`config.mk`:
```
export PLATFORM = sky130hd
export DESIGN_NAME = hyperbus_wb_bridge
export DESIGN_NICKNAME = d
export VERILOG_FILES = /design/src/rtl/hyperbus_pkg.sv /design/src/rtl/hyperbus_wb_bridge.sv
export SDC_FILE = /design/constraint.sdc
export NUM_CORES = 1
export LEC_CHECK = 0
export BUFFER_PORTS_ARGS = -buffer_cell sky130_fd_sc_hd__clkbuf_2
export CAP_MARGIN = 10
export CORE_MARGIN = 3
export CORE_UTILIZATION = 48
export DETAILED_ROUTE_END_ITERATION = 16
export PLACE_DENSITY = 0.8
export SLEW_MARGIN = 10
export SYNTH_ARGS = -nofsm -noshare
export SYNTH_HDL_FRONTEND = slang
export SYNTH_SLANG_ARGS = --single-unit
```
`constraint.sdc`:
```
create_clock -name clk -period 2 [get_ports clk]
set_input_delay 0.4 -clock clk [delete_from_list [all_inputs] [get_ports clk]]
set_output_delay 0.4 -clock clk [all_outputs]
set_load 0.02 [all_outputs]
```
`src/rtl/hyperbus_pkg.sv`:
```
// Shared definitions for the HyperBus Wishbone bridge.
//   HBUS_DATA_W  - user-side data width
//   HBUS_SEL_W   - byte-enable / byte-mask width
//   hbus_state_t - bridge FSM state encoding
package hyperbus_pkg;

    localparam int unsigned HBUS_DATA_W = 32;
    localparam int unsigned HBUS_SEL_W  = 4;

    typedef enum logic [2:0] {
        ST_IDLE,
        ST_WR,
        ST_RD,
        ST_RWAIT,
        ST_ACK,
        ST_ERR
    } hbus_state_t;

endpackage

```
`src/rtl/hyperbus_wb_bridge.sv`:
```
// Wishbone B4 classic 32-bit slave driving the user side of hyperbus_fifo.
// Writes are posted (acked once the FIFO takes the request); reads block
// until read data returns or the read-wait timer expires.
//
// Ports:
//   clk, rstn           - clock, asynchronous active-low reset
//   wb_*                - Wishbone slave (byte address, 4 byte enables)
//   fifo_adr_o          - word address (wb_adr_i >> ADDR_SHIFT)
//   fifo_dat_o          - write data
//   fifo_mask_o         - byte mask, 1 = byte not written
//   fifo_wrq_o/rrq_o    - one-cycle write/read request
//   fifo_tx_ready_i     - FIFO accepts a request this cycle
//   fifo_rx_valid_i/dat - read data return
//   busy_o              - transaction in flight or late responses pending
module hyperbus_wb_bridge
    import hyperbus_pkg::*;
#(
    parameter int unsigned ADDR_SHIFT  = 1,
    parameter int unsigned TIMEOUT     = 1024,
    parameter int unsigned MAX_DISCARD = 3
) (
    input  logic                   clk,
    input  logic                   rstn,
    input  logic [31:0]            wb_adr_i,
    input  logic [HBUS_DATA_W-1:0] wb_dat_i,
    output logic [HBUS_DATA_W-1:0] wb_dat_o,
    input  logic [HBUS_SEL_W-1:0]  wb_sel_i,
    input  logic                   wb_we_i,
    input  logic                   wb_cyc_i,
    input  logic                   wb_stb_i,
    output logic                   wb_ack_o,
    output logic                   wb_err_o,
    output logic [31:0]            fifo_adr_o,
    output logic [HBUS_DATA_W-1:0] fifo_dat_o,
    output logic [HBUS_SEL_W-1:0]  fifo_mask_o,
    output logic                   fifo_wrq_o,
    output logic                   fifo_rrq_o,
    input  logic                   fifo_tx_ready_i,
    input  logic                   fifo_rx_valid_i,
    input  logic [HBUS_DATA_W-1:0] fifo_rx_dat_i,
    output logic                   busy_o
);

    localparam int unsigned TW     = (TIMEOUT > 1) ? $clog2(TIMEOUT) : 1;
    localparam int unsigned DW     = (MAX_DISCARD > 0) ? $clog2(MAX_DISCARD + 1) : 1;
    localparam int unsigned T_LAST = (TIMEOUT > 0) ? TIMEOUT - 1 : 0;

    hbus_state_t   state, state_n;
    logic [TW-1:0] timer;
    logic [DW-1:0] disc_cnt;
    logic          req;
    logic          capture;
    logic          deliver;
    logic          expire;
    logic          rx_drop;

    assign req = wb_cyc_i & wb_stb_i;

    // Any response arriving while late responses are owed belongs to an
    // abandoned read, even if a new read is already waiting.
    assign rx_drop = fifo_rx_valid_i & (disc_cnt != '0);

    assign wb_ack_o = (state == ST_ACK);
    assign wb_err_o = (state == ST_ERR);
    assign busy_o   = (state != ST_IDLE) | (disc_cnt != '0);

    always_comb begin
        state_n    = state;
        capture    = 1'b0;
        fifo_wrq_o = 1'b0;
        fifo_rrq_o = 1'b0;
        deliver    = 1'b0;
        expire     = 1'b0;
        case (state)
            ST_IDLE: begin
                if (req) begin
                    if (wb_we_i) begin
                        capture = 1'b1;
                        state_n = (wb_sel_i == '0) ? ST_ACK : ST_WR;
                    end else if (disc_cnt != DW'(MAX_DISCARD)) begin
                        // With the discard tracker full a new read could not be
                        // told apart from a stale response, so hold it off.
                        capture = 1'b1;
                        state_n = ST_RD;
                    end
                end
            end
            ST_WR: begin
                if (fifo_tx_ready_i) begin
                    fifo_wrq_o = 1'b1;
                    state_n    = ST_ACK;
                end
            end
            ST_RD: begin
                if (fifo_tx_ready_i) begin
                    fifo_rrq_o = 1'b1;
                    state_n    = ST_RWAIT;
                end
            end
            ST_RWAIT: begin
                // Data wins over a timeout expiring in the same cycle.
                if (fifo_rx_valid_i && disc_cnt == '0) begin
                    deliver = 1'b1;
                    state_n = ST_ACK;
                end else if (TIMEOUT != 0 && timer == TW'(T_LAST)) begin
                    expire  = 1'b1;
                    state_n = ST_ERR;
                end
            end
            ST_ACK:  state_n = ST_IDLE;
            ST_ERR:  state_n = ST_IDLE;
            default: state_n = ST_IDLE;
        endcase
    end

    always_ff @(posedge clk or negedge rstn) begin
        if (!rstn) begin
            state       <= ST_IDLE;
            timer       <= '0;
            disc_cnt    <= '0;
            fifo_adr_o  <= '0;
            fifo_dat_o  <= '0;
            fifo_mask_o <= '0;
            wb_dat_o    <= '0;
        end else begin
            state <= state_n;
            if (capture) begin
                fifo_adr_o  <= wb_adr_i >> ADDR_SHIFT;
                fifo_dat_o  <= wb_dat_i;
                fifo_mask_o <= ~wb_sel_i;
            end
            if (deliver) begin
                wb_dat_o <= fifo_rx_dat_i;
            end
            if (fifo_rrq_o) begin
                timer <= '0;
            end else if (state == ST_RWAIT) begin
                timer <= timer + TW'(1);
            end
            // Expiry and a discarded response in one cycle cancel out.
            if (expire && !rx_drop) begin
                disc_cnt <= disc_cnt + DW'(1);
            end else if (rx_drop && !expire) begin
                disc_cnt <= disc_cnt - DW'(1);
            end
        end
    end

endmodule

```
==> impl_results.md <==
- Status: finished clean
- Final Cycle Share: 96.2%
- Crit-path max cell delay: 370 ps
- CP required: 1600 ps
- Synth top area cells: dfrtp_1 57%, mux2_4 28%, buf_6 2.5%
- CTS tree: built
- Yosys Warn Count: 0
- Total number of vias: 3,395
- Largest net degree at the start of global routing: 62
- Setup WS pre-CTS: 108 ps
- Setup TNS: 0 ps
- Vias in the first global route: 3,574
- Top_reg_cell synth: dfrtp_1
- Critical Path Slowest Stage Cell: dfrtp_1
- Sequential fraction of the synthesis area: 57.2%
- DRC Markers: 0
- Fin. Hold Viols: 0
- Worst R2R Path Depth: 8
- Global-route wire length before repair: 18,500 microns
- Layout cells sized above 1: 65.5%
- Routed len/inst: 17.3 microns
- Cell Count, Final, Fillers Out: 686
- Placed wire-length estimate: 8590 microns
- Total wire length: 11,900 microns
- Setup crit end kind: output pin
- Die extent in y: 108 microns
- Placement row count: 36
- Top-level I/O count: 212
- Max_cap viols: 0
- Final setup fails: 0
- Dpl cells: 651
- Crit Reg-Reg Startpoint: timer[0]$_DFFE_PN0P_
- H-tree levels: 4
- Startpoint Class: flop
- Final-layout worst hold slack: 88.2 ps
- Post-synth EDFFs: 0
- Crit-path cells: buf_4 -> nor3_4 -> nand2_1 -> clkbuf_2
- RSZ-0062 raised after global routing: false
- Syn Area/Cell: 15.9 sq um
- Initial core utilization: 50.1%
- HP Class: in2reg
- Fin Clk Skew: 11.4 ps
- Leak: 3.76 nW
- N_diodes: 0
- Routed vias/inst: 4.95
- Pwr Total: 12.4 mW
- Register bit count reported by yosys: 114
- Clk slew on worst S/H paths: 60 ps
- Grt total ovfl: 0
- Number of routed nets with antenna violations: 0
- Placed cell areas: 6200 sq um
- Commonest cells post-synth: 114 x dfrtp_1, 92 x mux2_4, 19 x nand2_1
- Setup CP Type: reg2out
- Syn Std Cell Area: 4990 sq um
- All-Layer GR Usage: 20.9%
- Data arrival, critical path: 1520 ps
- CTS buffer count: 17
- TritonCTS Sinks: 114
- Final Instance Area: 6850 sq um
- Die footprint: 11,700 sq um
- Net Count, Synth: 422
- CP Capture Point: busy_o
- Storage cell area: 2860 sq um
- Fin nets: 649
- Final worst slack: 76.2 ps
- Initial drt markers: 139
- Initial antenna violation count: 0
- Die W: 108 microns
- Count leader, synth: dfrtp_1
- I/O Buffers: 209
- Synthesis-to-finish area growth: 37.2%
- Core area: 9950 sq um
- Achievable Freq: 0.520 GHz
- Syn Inst Count: 313
- Tmin final: 1920 ps
- Clock Root Buffer: clkbuf_8
- Pwr dens: 1810 nW/um^2
- Clock latency at the later pin of the worst-skew pair: 520 ps
- Top-area cell type share of the netlist area: 57.2%
- Distinct cells, synth: 43
- GP Congestion: 0.860
- Final Max Tran Viols: 0
- Maximum fanout along the worst path: 4
- R2r setup slk: 230 ps
- Reg2Reg Capture Point: disc_cnt[1]$_DFFE_PN0P_
- Area of the multi-input gates: 2000 sq um
- Setup crit start: state[2]$_DFFE_PN0P_
- TritonRoute pass-1 iters: 6
- Asr flop ratio synth: 100%
- Layout fillers: 697
- Yosys top cell by area: dfrtp_1
- CTS max path bufs: 2
- Final Core Density: 68.8%
- Peak VDD IR: 0.817 mV
## cell usage in the layout, fill, tap and decap left out, types with 2 or more instances in the layout
| master | synthesis | final |
|---|---|---|
| clkbuf_2 | 0 | 207 |
| dfrtp_1 | 114 | 112 |
| mux2_4 | 92 | 92 |
| nand2_1 | 19 | 19 |
| clkbuf_16 | 0 | 16 |
| o21ai_0 | 11 | 11 |
| buf_4 | 3 | 9 |
| nor2_1 | 8 | 6 |
| clkinv_2 | 0 | 5 |
| buf_12 | 0 | 5 |
| nor3_1 | 5 | 4 |
| clkbuf_8 | 0 | 4 |
| mux2i_1 | 3 | 3 |
| mux2_2 | 3 | 3 |
| bufinv_16 | 0 | 3 |
| nand3_1 | 3 | 2 |
| nand4_1 | 2 | 2 |
| and3_1 | 2 | 2 |
| a22o_1 | 2 | 2 |
| a31oi_1 | 2 | 2 |
| xnor2_1 | 2 | 2 |
| nor4_1 | 2 | 2 |
| xor2_1 | 2 | 2 |
| ha_1 | 2 | 2 |
| clkbuf_1 | 0 | 2 |
| dfrtp_2 | 0 | 2 |
## power by group
group | internal [mW] | total (mW) | leakage (nW) | switching (mW)
Sequential | 3.42 | 4.16 | 1.38 | 0.741
Combinational | 2.54 | 5.24 | 2.08 | 2.70
Clock | 1.99 | 3.02 | 0.295 | 1.04
## flip-flops by register name (all words and copies together), names as in the netlist
register     cells
fifo_adr_o      31
disc_cnt         2
wb_dat_o        32
state            3
fifo_dat_o      32
fifo_mask_o      4
timer           10
## how the worst min path moves through the flow
stage | startpoint | endpoint | slack [ps] | cells past startpoint
floorplan | rstn | disc_cnt[0]$_DFFE_PN0P_ | 100 | 0
CTS | wb_sel_i[1] | fifo_mask_o[1]$_DFFE_PN0P_ | 70 | 2
finish | wb_sel_i[1] | fifo_mask_o[1]$_DFFE_PN0P_ | 90 | 2
global placement | rstn | fifo_adr_o[13]$_DFFE_PN0P_ | 430 | 2
global route | wb_sel_i[0] | fifo_mask_o[0]$_DFFE_PN0P_ | 70 | 2
detailed placement | rstn | fifo_adr_o[9]$_DFFE_PN0P_ | 430 | 2
## worst max-delay path, delay by kind of cell (launching register included)
kind | cells | cell delay, ps
flip-flops | 1 | 370
AND/OR/NAND/NOR | 2 | 320
buffers and inverters | 2 | 310
## metal layers
metal | vias to the layer above | track usage (%) | part of all wire, %
met5 | - | 0 | 0
li1 | 1561 | - | -
met4 | 0 | 9.74 | 2.0
met3 | 22 | 5.43 | 6.0
met2 | 130 | 35.4 | 53
met1 | 1682 | 24.9 | 39
## cell type report
cell class | count | area share (%)
tap | 133 | 2.43
clock buffer | 22 | 6.76
clock inverter | 10 | 1.92
inverter | 2 | 0.110
sequential | 114 | 41.7
timing repair buffer | 223 | 17.8
multi-input combinational | 182 | 29.2
## cell families (layout without fill, tap and decap cells)
| group | count (synthesis) | count (layout) | synth area share (%) |
|---|---|---|---|
| other | 1 | 1 | 0.0751 |
| XOR/XNOR | 4 | 4 | 0.702 |
| adder cells (fa/ha/maj) | 3 | 3 | 0.727 |
| multiplexers | 99 | 99 | 29.2 |
| AO/OA/AOI/OAI | 23 | 23 | 3.01 |
| AND/OR/NAND/NOR | 52 | 52 | 5.97 |
| buffers and inverters | 17 | 257 | 3.18 |
| flip-flops | 114 | 114 | 57.2 |
## repair_timing
item | in CTS | in global routing
buffers inserted | 2 | 0
endpoints found under the hold margin | 114 | 0
pin swaps | 1 | 1
hold buffers | 1 | 0
endpoints found under the setup margin | 1 | 3
resized for setup | 6 | 4
(Power assumes the default switching activity.)
